**src/rtl/uart_rx1.sv**
```systemverilog
// 8N1 UART receiver on clk_48: 2-flop synchronizer, mid-bit start validation,
// bit-centre sampling and a ready/read-strobe handshake with sticky error flags.
//
// state | meaning
// IDLE  | line idle, waiting for rx_s low
// START | counting to start-bit centre; abort if the line is high again
// DATA  | sampling 8 data bits LSB first at bit centres
// STOP  | sampling the stop bit; publish byte or flag framing error
// BRK   | stop bit was low; wait for the line to return high
module uart_rx1 #(
  parameter int CLKS_PER_BIT = 2500,
  parameter int HALF_BIT     = CLKS_PER_BIT / 2,
  parameter int CNT_W        = 12
) (
  input  logic       clk_48,
  input  logic       rst,
  input  logic       rx,
  output logic [7:0] rx_data,
  output logic       rx_ready,
  input  logic       rx_r,
  output logic       frame_err,
  output logic       overrun,
  output logic       rx_busy
);

  typedef enum logic [2:0] {
    IDLE  = 3'd0,
    START = 3'd1,
    DATA  = 3'd2,
    STOP  = 3'd3,
    BRK   = 3'd4
  } state_t;

  localparam logic [CNT_W-1:0] HALF_LOAD = CNT_W'(HALF_BIT - 1);
  localparam logic [CNT_W-1:0] BIT_LOAD  = CNT_W'(CLKS_PER_BIT - 1);

  state_t           state, state_n;
  logic [CNT_W-1:0] cnt, cnt_n;
  logic [2:0]       idx, idx_n;
  logic [7:0]       shift, shift_n;
  logic [7:0]       data_n;
  logic             ready_n, fe_n, ov_n;
  logic             rx_m, rx_s;
  logic             cnt_zero;

  assign cnt_zero = (cnt == '0);

  always_comb begin
    state_n = state;
    cnt_n   = cnt;
    idx_n   = idx;
    shift_n = shift;
    data_n  = rx_data;
    ready_n = rx_ready;
    fe_n    = frame_err;
    ov_n    = overrun;

    // The read strobe clears first so that a same-cycle completion or error wins.
    if (rx_r) begin
      ready_n = 1'b0;
      fe_n    = 1'b0;
      ov_n    = 1'b0;
    end

    case (state)
      IDLE: begin
        if (!rx_s) begin
          state_n = START;
          cnt_n   = HALF_LOAD;
        end
      end
      START: begin
        if (cnt_zero) begin
          if (rx_s) begin
            state_n = IDLE;
          end else begin
            state_n = DATA;
            idx_n   = 3'd0;
            cnt_n   = BIT_LOAD;
          end
        end else begin
          cnt_n = cnt - CNT_W'(1);
        end
      end
      DATA: begin
        if (cnt_zero) begin
          shift_n[idx] = rx_s;
          cnt_n        = BIT_LOAD;
          if (idx == 3'd7) begin
            state_n = STOP;
          end else begin
            idx_n = idx + 3'd1;
          end
        end else begin
          cnt_n = cnt - CNT_W'(1);
        end
      end
      STOP: begin
        if (cnt_zero) begin
          if (rx_s) begin
            data_n  = shift;
            ready_n = 1'b1;
            if (rx_ready && !rx_r) begin
              ov_n = 1'b1;
            end
            state_n = IDLE;
          end else begin
            fe_n    = 1'b1;
            state_n = BRK;
          end
        end else begin
          cnt_n = cnt - CNT_W'(1);
        end
      end
      BRK: begin
        if (rx_s) begin
          state_n = IDLE;
        end
      end
      default: begin
        state_n = IDLE;
      end
    endcase
  end

  // Synchronizer resets high so leaving reset never looks like a start edge.
  always_ff @(posedge clk_48) begin
    if (rst) begin
      rx_m      <= 1'b1;
      rx_s      <= 1'b1;
      state     <= IDLE;
      cnt       <= '0;
      idx       <= 3'd0;
      shift     <= 8'h00;
      rx_data   <= 8'h00;
      rx_ready  <= 1'b0;
      frame_err <= 1'b0;
      overrun   <= 1'b0;
      rx_busy   <= 1'b0;
    end else begin
      rx_m      <= rx;
      rx_s      <= rx_m;
      state     <= state_n;
      cnt       <= cnt_n;
      idx       <= idx_n;
      shift     <= shift_n;
      rx_data   <= data_n;
      rx_ready  <= ready_n;
      frame_err <= fe_n;
      overrun   <= ov_n;
      rx_busy   <= (state_n != IDLE);
    end
  end

endmodule

```
**config.mk**
```make
export PLATFORM = sky130hd
export DESIGN_NAME = uart_rx1
export DESIGN_NICKNAME = d
export VERILOG_FILES = /design/src/rtl/uart_rx1.sv
export SDC_FILE = /design/constraint.sdc
export NUM_CORES = 1
export LEC_CHECK = 0
export CAP_MARGIN = 5
export CORE_UTILIZATION = 45
export DETAILED_ROUTE_END_ITERATION = 7
export PLACE_DENSITY_LB_ADDON = 0.08
export SYNTH_ARGS = -nofsm -noshare
export SYNTH_HDL_FRONTEND = slang
export SYNTH_SLANG_ARGS = --single-unit
```
**constraint.sdc**
```tcl
create_clock -name clk_48 -period 2.55 [get_ports clk_48]
set_input_delay 0.255 -clock clk_48 [delete_from_list [all_inputs] [get_ports clk_48]]
set_output_delay 0.255 -clock clk_48 [all_outputs]
set_load 0.005 [all_outputs]
```
==> impl_metrics.prom, run 1 <==
# TYPE chip_impl_metric gauge
chip_impl_info{name="run_status",value="finished, final reports clean"} 1
chip_impl_metric{name="nets",unit=""} 257
chip_impl_info{name="synth-main-ff-cell",value="sky130_fd_sc_hd__dfxtp_1"} 1
chip_impl_metric{name="maxClockFrequency",unit="MHz"} 461
chip_impl_metric{name="grt_start_max_net_pins",unit=""} 30
chip_impl_metric{name="power.static_leakage",unit="uW"} 0.000851
chip_impl_metric{name="max_slew.worst_pin.slew",unit="ps"} 549
chip_impl_info{name="grt_setup_unrepaired",value="no"} 1
chip_impl_metric{name="synthToLayoutAreaGrowth",unit="%"} 15.6
chip_impl_metric{name="detailedRoute.firstPassIterationCount",unit=""} 4
chip_impl_metric{name="synth.avg_cell_area",unit="um^2"} 8.48
chip_impl_metric{name="drc",unit=""} 0
chip_impl_metric{name="post_synth_mux_area_share",unit="%"} 5.06
chip_impl_metric{name="fin_setup_tns",unit="ps"} 0
chip_impl_info{name="worstSetupPathType",value="reg2reg"} 1
chip_impl_info{name="rr_startpoint",value="cnt[8]"} 1
chip_impl_metric{name="ir_drop",unit="uV"} 346
chip_impl_metric{name="cts-htree-levels",unit=""} 2
chip_impl_metric{name="synth-adder-area-share",unit="%"} 2.53
chip_impl_metric{name="synth-compound-area-share",unit="%"} 20.6
chip_impl_metric{name="required",unit="ps"} 2790
chip_impl_metric{name="final-hold-violation-count",unit=""} 0
chip_impl_metric{name="cts_sinks",unit=""} 40
chip_impl_metric{name="grtUsageTotal",unit="%"} 22.1
chip_impl_metric{name="synth_enable_flop_cells",unit=""} 0
chip_impl_metric{name="global_placer_s_final_weighted_congestion",unit=""} 0.864
chip_impl_metric{name="postSynthCellCount",unit=""} 233
chip_impl_metric{name="pin_count",unit=""} 16
chip_impl_info{name="final_cell_mix",value="sky130_fd_sc_hd__nand2_1 (45), sky130_fd_sc_hd__dfxtp_1 (40), sky130_fd_sc_hd__nor2_1 (18), sky130_fd_sc_hd__a21oi_1 (15), sky130_fd_sc_hd__clkdlybuf4s50_1 (15)"} 1
chip_impl_info{name="hold_class",value="reg2reg"} 1
chip_impl_metric{name="final.fill_count",unit=""} 396
chip_impl_metric{name="initialDrtViolationCount",unit=""} 180
chip_impl_metric{name="powerDensity",unit="nW/um^2"} 651
chip_impl_metric{name="final_min_period_over_clock_period",unit="%"} 85.1
chip_impl_info{name="critical_path_source_type",value="flop"} 1
chip_impl_metric{name="synthSimpleGateAreaFrac",unit="%"} 26.4
chip_impl_metric{name="fp.coreArea",unit="um^2"} 4120
chip_impl_metric{name="io_buffers",unit=""} 15
chip_impl_metric{name="finalSetupViolations",unit=""} 0
chip_impl_metric{name="n_antenna_cell",unit=""} 0
chip_impl_metric{name="yosysTopAreaCellShare",unit="%"} 40.5
chip_impl_metric{name="cts-buffers-inserted",unit=""} 5
chip_impl_metric{name="dieWidth",unit="um"} 68.3
chip_impl_info{name="cts_tree",value="yes"} 1
chip_impl_metric{name="synth.lib_cells_used.distinct",unit=""} 51
chip_impl_metric{name="syn-cell-area",unit="um^2"} 1980
chip_impl_metric{name="die_area",unit="um^2"} 4660
chip_impl_metric{name="initial_core_util",unit="%"} 48.0
chip_impl_metric{name="place_hpwl",unit="um"} 3190
chip_impl_info{name="largest_family_of_logic_cells_by_synthesized_area",value="simple AND/OR/NAND/NOR gates"} 1
chip_impl_info{name="cts_root_buf",value="sky130_fd_sc_hd__clkbuf_8"} 1
chip_impl_metric{name="slew_headroom",unit="%"} 63.1
chip_impl_metric{name="first_global_vias",unit=""} 1529
chip_impl_info{name="synth_area_leader_cell",value="sky130_fd_sc_hd__dfxtp_1"} 1
chip_impl_metric{name="cap_viol_max_count",unit=""} 0
chip_impl_metric{name="syn-num-nets",unit=""} 241
chip_impl_metric{name="seq_area_frac_synth",unit="%"} 40.5
chip_impl_metric{name="timing.clock.skew",unit="ps"} 8.01
chip_impl_metric{name="drt.antenna.violating_nets",unit=""} 0
chip_impl_metric{name="overflow",unit=""} 0
chip_impl_metric{name="drt_wl_total",unit="um"} 4660
chip_impl_metric{name="ys_seq_elements",unit=""} 40
chip_impl_metric{name="final_max_slew_viol_count",unit=""} 0
chip_impl_metric{name="rows",unit=""} 23
chip_impl_metric{name="detail_route.wl_per_cell",unit="um"} 15.5
chip_impl_info{name="yosys-top-cells-area",value="sky130_fd_sc_hd__dfxtp_1 (41%), sky130_fd_sc_hd__nand2_1 (8.5%), sky130_fd_sc_hd__mux2i_1 (5.1%)"} 1
chip_impl_metric{name="antenna_found_initial",unit=""} 0
chip_impl_metric{name="period_needed",unit="ps"} 2170
chip_impl_metric{name="die_y",unit="um"} 68.3
chip_impl_metric{name="synth.yosys.warnings",unit=""} 0
chip_impl_metric{name="grt_pass1_wl",unit="um"} 7490
chip_impl_metric{name="drive_gt1_share",unit="%"} 10.8
chip_impl_metric{name="post_cts.repair.setup_buffers",unit=""} 0
chip_impl_metric{name="insertion_delay",unit="ps"} 300
chip_impl_metric{name="arrival",unit="ps"} 2410
chip_impl_metric{name="cts.repair.resized",unit=""} 0
chip_impl_metric{name="asyncSetResetFlopFracSynth",unit="%"} 0
chip_impl_info{name="worst_setup_path_startpoint",value="cnt[8]"} 1
chip_impl_metric{name="crit_path_max_fanout",unit=""} 8
chip_impl_info{name="worstHoldStart",value="rx_m"} 1
chip_impl_metric{name="synth_xor_xnor_area_share",unit="%"} 0.886
chip_impl_metric{name="num_vias",unit=""} 1740
chip_impl_metric{name="post_dp_cell_area",unit="um^2"} 2180
chip_impl_info{name="layout_commonest_cell",value="sky130_fd_sc_hd__nand2_1"} 1
chip_impl_metric{name="via_per_instance_ratio",unit=""} 5.80
chip_impl_metric{name="cts-root-to-sink-buffers",unit=""} 2
chip_impl_metric{name="cts_hold_repair.buffers",unit=""} 0
chip_impl_metric{name="final_design_area_no_fill",unit="um^2"} 2280
chip_impl_info{name="cp-end-kind",value="flop"} 1
chip_impl_metric{name="clk_pin_slew",unit="ps"} 80
## registers in the layout, indices dropped and copies added, names as in the netlist, 3 cells and up
name     flops
state        3
cnt         12
rx_data      8
shift        8
idx          3
## logic make-up (layout without fill, tap and decap cells)
kind of cell    count (synthesis)  in the layout
buf+inv                        18             35
xor+xnor                        2              2
mux                            10             10
simple gates                  105            105
flops                          40             40
compound gates                 54             54
fa+ha+maj                       4              4
## synthesized netlist by cell type (all sizes together) (4+ instances only)
library cell / count
ha: 4
a221oi: 6
a21oi: 15
nand2: 46
mux2i: 10
dfxtp: 40
a311oi: 6
nor3: 9
nand3: 4
buf: 6
nand2b: 5
o21ai: 5
clkbuf: 6
nor2: 18
inv: 6
## report_power, final
part | internal, uW | switching (uW) | total [uW]
Sequential | 646 | 24.7 | 671
Clock | 291 | 226 | 516
Combinational | 106 | 194 | 301
Total | 1040 | 445 | 1490
## worst max-delay path, stage by stage (launching register included)
cell and delay, ps:
sky130_fd_sc_hd__dfxtp_1 350, sky130_fd_sc_hd__nor2_1 340, sky130_fd_sc_hd__nand3_1 360, sky130_fd_sc_hd__or4_4 610, sky130_fd_sc_hd__a221oi_2 250, sky130_fd_sc_hd__o221a_2 210
## per-stage QoR
step                      setup WS [ps]  hold WS, ps  power, uW  utilization [%]  instances
after floorplan                     547          334        915                -        233
after global placement              475          392        979             52.9        292
after detailed placement            464          399        978             52.9        292
after CTS                           438          417       1490             55.5        300
after global routing                255          439       1560             55.5        300
final                               381          412       1490             55.5        300
## cell type report
type	count	area (um^2)	area share, %
Clock buffer	6	72.6	3.18
Clock inverter	2	35.0	1.53
Inverter	6	22.5	0.986
Multi-Input combinational cell	175	1100	48.0
Sequential cell	40	801	35.0
Tap cell	50	62.6	2.74
Timing Repair Buffer	21	195	8.54
## layer usage
metal / part of all wire, % / global-route usage (%) / vias up
li1: - / - / 888
met1: 50 / 30.9 / 802
met2: 44 / 32.2 / 41
met3: 4.6 / 6.33 / 9
met4: 1.3 / 6.51 / 0
met5: 0 / 0 / -
## worst paths after layout
kind / to / slack [ps] / cells after the start
setup / recovery: cnt[8] / 380 / 5
hold / removal: rx_s / 410 / 1
setup reg to reg: cnt[8] / 380 / 5
hold reg to reg: rx_s / 410 / 1
Power figures use the tool's default switching activity.
==> run 2: changes to the inputs <==
--- a/config.mk
+++ b/config.mk
@@ -6,9 +6,11 @@
 export NUM_CORES = 1
 export LEC_CHECK = 0
 export CAP_MARGIN = 5
+export CORE_ASPECT_RATIO = 1.5
 export CORE_UTILIZATION = 45
 export DETAILED_ROUTE_END_ITERATION = 7
 export PLACE_DENSITY_LB_ADDON = 0.08
 export SYNTH_ARGS = -nofsm -noshare
 export SYNTH_HDL_FRONTEND = slang
 export SYNTH_SLANG_ARGS = --single-unit
+export TNS_END_PERCENT = 100
==> run 2 against run 1 <==
Net effect:
- cell area increased by 0.27%
- fmax increased by 1.2%
- clock power increased by 1%
- critical path type unchanged
- non-clock buffer count increased by 1
- combinational power about the same
- sequential cell count unchanged
- global-route usage increased by 1.6 points
- via count increased by 3.4%
- highest routed layer unchanged
- wire length increased by 7.4%
- cell count decreased by 1.0%
- sequential share of layout area decreased by 0.096 points
- critical path depth unchanged
==> impl_metrics.prom, run 2 (synthesized netlist as in run 1, its figures left out) <==
# TYPE chip_impl_metric gauge
chip_impl_info{name="run_status",value="finished, final reports clean"} 1
chip_impl_metric{name="clkPwrFrac",unit="%"} 34.8
chip_impl_metric{name="detail_route.wl_per_cell",unit="um"} 16.8
chip_impl_metric{name="cell_internal_pwr",unit="uW"} 1050
chip_impl_metric{name="final_max_slew_viol_count",unit=""} 0
chip_impl_metric{name="required",unit="ps"} 2790
chip_impl_metric{name="cap_viol_max_count",unit=""} 0
chip_impl_metric{name="arrival",unit="ps"} 2390
chip_impl_metric{name="io_buffers",unit=""} 15
chip_impl_metric{name="first_global_vias",unit=""} 1836
chip_impl_metric{name="cts-htree-levels",unit=""} 2
chip_impl_metric{name="powerDensity",unit="nW/um^2"} 653
chip_impl_metric{name="nets",unit=""} 258
chip_impl_metric{name="cts_hold_repair.buffers",unit=""} 0
chip_impl_metric{name="synthToLayoutAreaGrowth",unit="%"} 15.9
chip_impl_info{name="hold_class",value="reg2reg"} 1
chip_impl_metric{name="drt_wl_total",unit="um"} 5000
chip_impl_metric{name="fp.coreArea",unit="um^2"} 4210
chip_impl_metric{name="drt.antenna.violating_nets",unit=""} 0
chip_impl_info{name="layout_commonest_cell",value="sky130_fd_sc_hd__nand2_1"} 1
chip_impl_info{name="largest_registers",value="cnt x12, rx_data x8, shift x8"} 1
chip_impl_metric{name="pwr-share-seq",unit="%"} 44.9
chip_impl_metric{name="rows",unit=""} 29
chip_impl_metric{name="combinationalPowerShare",unit="%"} 20.2
chip_impl_metric{name="cts-root-to-sink-buffers",unit=""} 2
chip_impl_metric{name="maxClockFrequency",unit="MHz"} 466
chip_impl_metric{name="die_y",unit="um"} 83.2
chip_impl_metric{name="final_critical_path_setup_slack",unit="ps"} 406
chip_impl_metric{name="power.switching",unit="uW"} 449
chip_impl_metric{name="largest_register_ffs",unit=""} 12
chip_impl_metric{name="drc",unit=""} 0
chip_impl_metric{name="initialDrtViolationCount",unit=""} 66
chip_impl_metric{name="instances_no_fill",unit=""} 297
chip_impl_info{name="cts_root_buf",value="sky130_fd_sc_hd__clkbuf_8"} 1
chip_impl_metric{name="die_area",unit="um^2"} 4670
chip_impl_metric{name="insertion_delay",unit="ps"} 290
chip_impl_metric{name="post_cts.repair.setup_buffers",unit=""} 0
chip_impl_metric{name="grtUsageTotal",unit="%"} 23.6
chip_impl_info{name="cp-end-kind",value="flop"} 1
chip_impl_metric{name="antenna_found_initial",unit=""} 0
chip_impl_metric{name="n_antenna_cell",unit=""} 0
chip_impl_metric{name="power.static_leakage",unit="uW"} 0.000855
chip_impl_metric{name="place_ws",unit="ps"} 466
chip_impl_metric{name="grt_start_max_net_pins",unit=""} 30
chip_impl_info{name="top_register",value="cnt"} 1
chip_impl_metric{name="final_min_period_over_clock_period",unit="%"} 84.1
chip_impl_metric{name="timing.clock.skew",unit="ps"} 5.74
chip_impl_metric{name="place_hpwl",unit="um"} 3520
chip_impl_metric{name="via_per_instance_ratio",unit=""} 6.06
chip_impl_metric{name="final-hold-violation-count",unit=""} 0
chip_impl_metric{name="crit_path_max_fanout",unit=""} 8
chip_impl_metric{name="dieWidth",unit="um"} 56.1
chip_impl_info{name="worstSetupPathType",value="reg2reg"} 1
chip_impl_info{name="final_cell_mix",value="sky130_fd_sc_hd__nand2_1 (45), sky130_fd_sc_hd__dfxtp_1 (40), sky130_fd_sc_hd__nor2_1 (18), sky130_fd_sc_hd__a21oi_1 (15), sky130_fd_sc_hd__clkdlybuf4s50_1 (15)"} 1
chip_impl_metric{name="overflow",unit=""} 0
chip_impl_metric{name="pin_count",unit=""} 16
chip_impl_metric{name="global_placer_s_final_weighted_congestion",unit=""} 0.895
chip_impl_metric{name="clk_pin_slew",unit="ps"} 80
chip_impl_metric{name="finalSetupViolations",unit=""} 0
chip_impl_metric{name="fin_setup_tns",unit="ps"} 0
chip_impl_info{name="grt_setup_unrepaired",value="no"} 1
chip_impl_info{name="cts_tree",value="yes"} 1
chip_impl_metric{name="ir_drop",unit="uV"} 510
chip_impl_metric{name="numPlacedInstances",unit=""} 289
chip_impl_metric{name="num_vias",unit=""} 1799
chip_impl_metric{name="grt_pass1_wl",unit="um"} 8600
chip_impl_metric{name="cts_sinks",unit=""} 40
chip_impl_info{name="critical_path_source_type",value="flop"} 1
chip_impl_metric{name="cts-buffers-inserted",unit=""} 5
chip_impl_metric{name="period_needed",unit="ps"} 2140
chip_impl_metric{name="detailedRoute.firstPassIterationCount",unit=""} 4
chip_impl_metric{name="switching_share",unit="%"} 30.0
chip_impl_metric{name="cts.repair.resized",unit=""} 0
chip_impl_metric{name="max_slew.worst_pin.slew",unit="ps"} 656
chip_impl_metric{name="slew_headroom",unit="%"} 55.6
chip_impl_metric{name="drive_gt1_share",unit="%"} 11.6
chip_impl_metric{name="initial_core_util",unit="%"} 47.0
-- run 2: cell count changes in the layout (fill, tap and decap cells not counted), sizes merged --
cell / previous run / this run
buf: 6 / 7
clkbuf: 6 / 5
clkinvlp: 0 / 1
-- run 2: through the flow --
step	total power (uW)	hold slack [ps]	utilization (%)	cell area, um^2
floorplan	915	334	-	1980
global placement	986	391	51.8	2180
detailed placement	985	399	51.8	2180
CTS	1510	419	54.4	2290
global route	1570	426	54.4	2290
finish	1500	413	54.4	2290
-- run 2: area by class of cell --
cell class	instances	area [um^2]
multi-input combinational	175	1100
inverter	6	22.5
fill	418	1920
clock inverter	3	42.5
timing repair buffer	22	203
tap	46	57.6
sequential	40	801
clock buffer	5	68.8
-- run 2: power by group through the flow --
stage / combinational (uW) / clock [uW] / sequential, uW
3_3_place_gp: 299 / 0 / 687
3_5_place_dp: 298 / 0 / 687
4_1_cts: 299 / 536 / 673
5_1_grt: 336 / 561 / 677
2_1_floorplan: 237 / 0 / 678
6_report: 303 / 522 / 673
-- run 2: critical path: stages, from the launching register on --
cell                       delay, ps
sky130_fd_sc_hd__dfxtp_1         340
sky130_fd_sc_hd__nor2_1          350
sky130_fd_sc_hd__nand3_1         350
sky130_fd_sc_hd__or4_4           610
sky130_fd_sc_hd__a221oi_2        240
sky130_fd_sc_hd__o221a_2         210
-- run 2: worst paths after layout --
check                            start      to  slack [ps]  cells after the start
worst max-delay path            cnt[8]  cnt[8]         410                      5
worst min-delay path              rx_m    rx_s         410                      1
worst max register to register  cnt[8]  cnt[8]         410                      5
worst min register to register    rx_m    rx_s         410                      1
-- run 2: per-layer routing --
layer  vias up  wire length (um)  global-route usage (%)  part of all wire, %
met5         -                 0                       0                    0
li1        888                 -                       -                    -
met3        14               183                    3.74                  3.7
met2        56              2600                    40.4                   52
met4         0               158                    14.4                  3.2
met1       841              2060                    27.0                   41
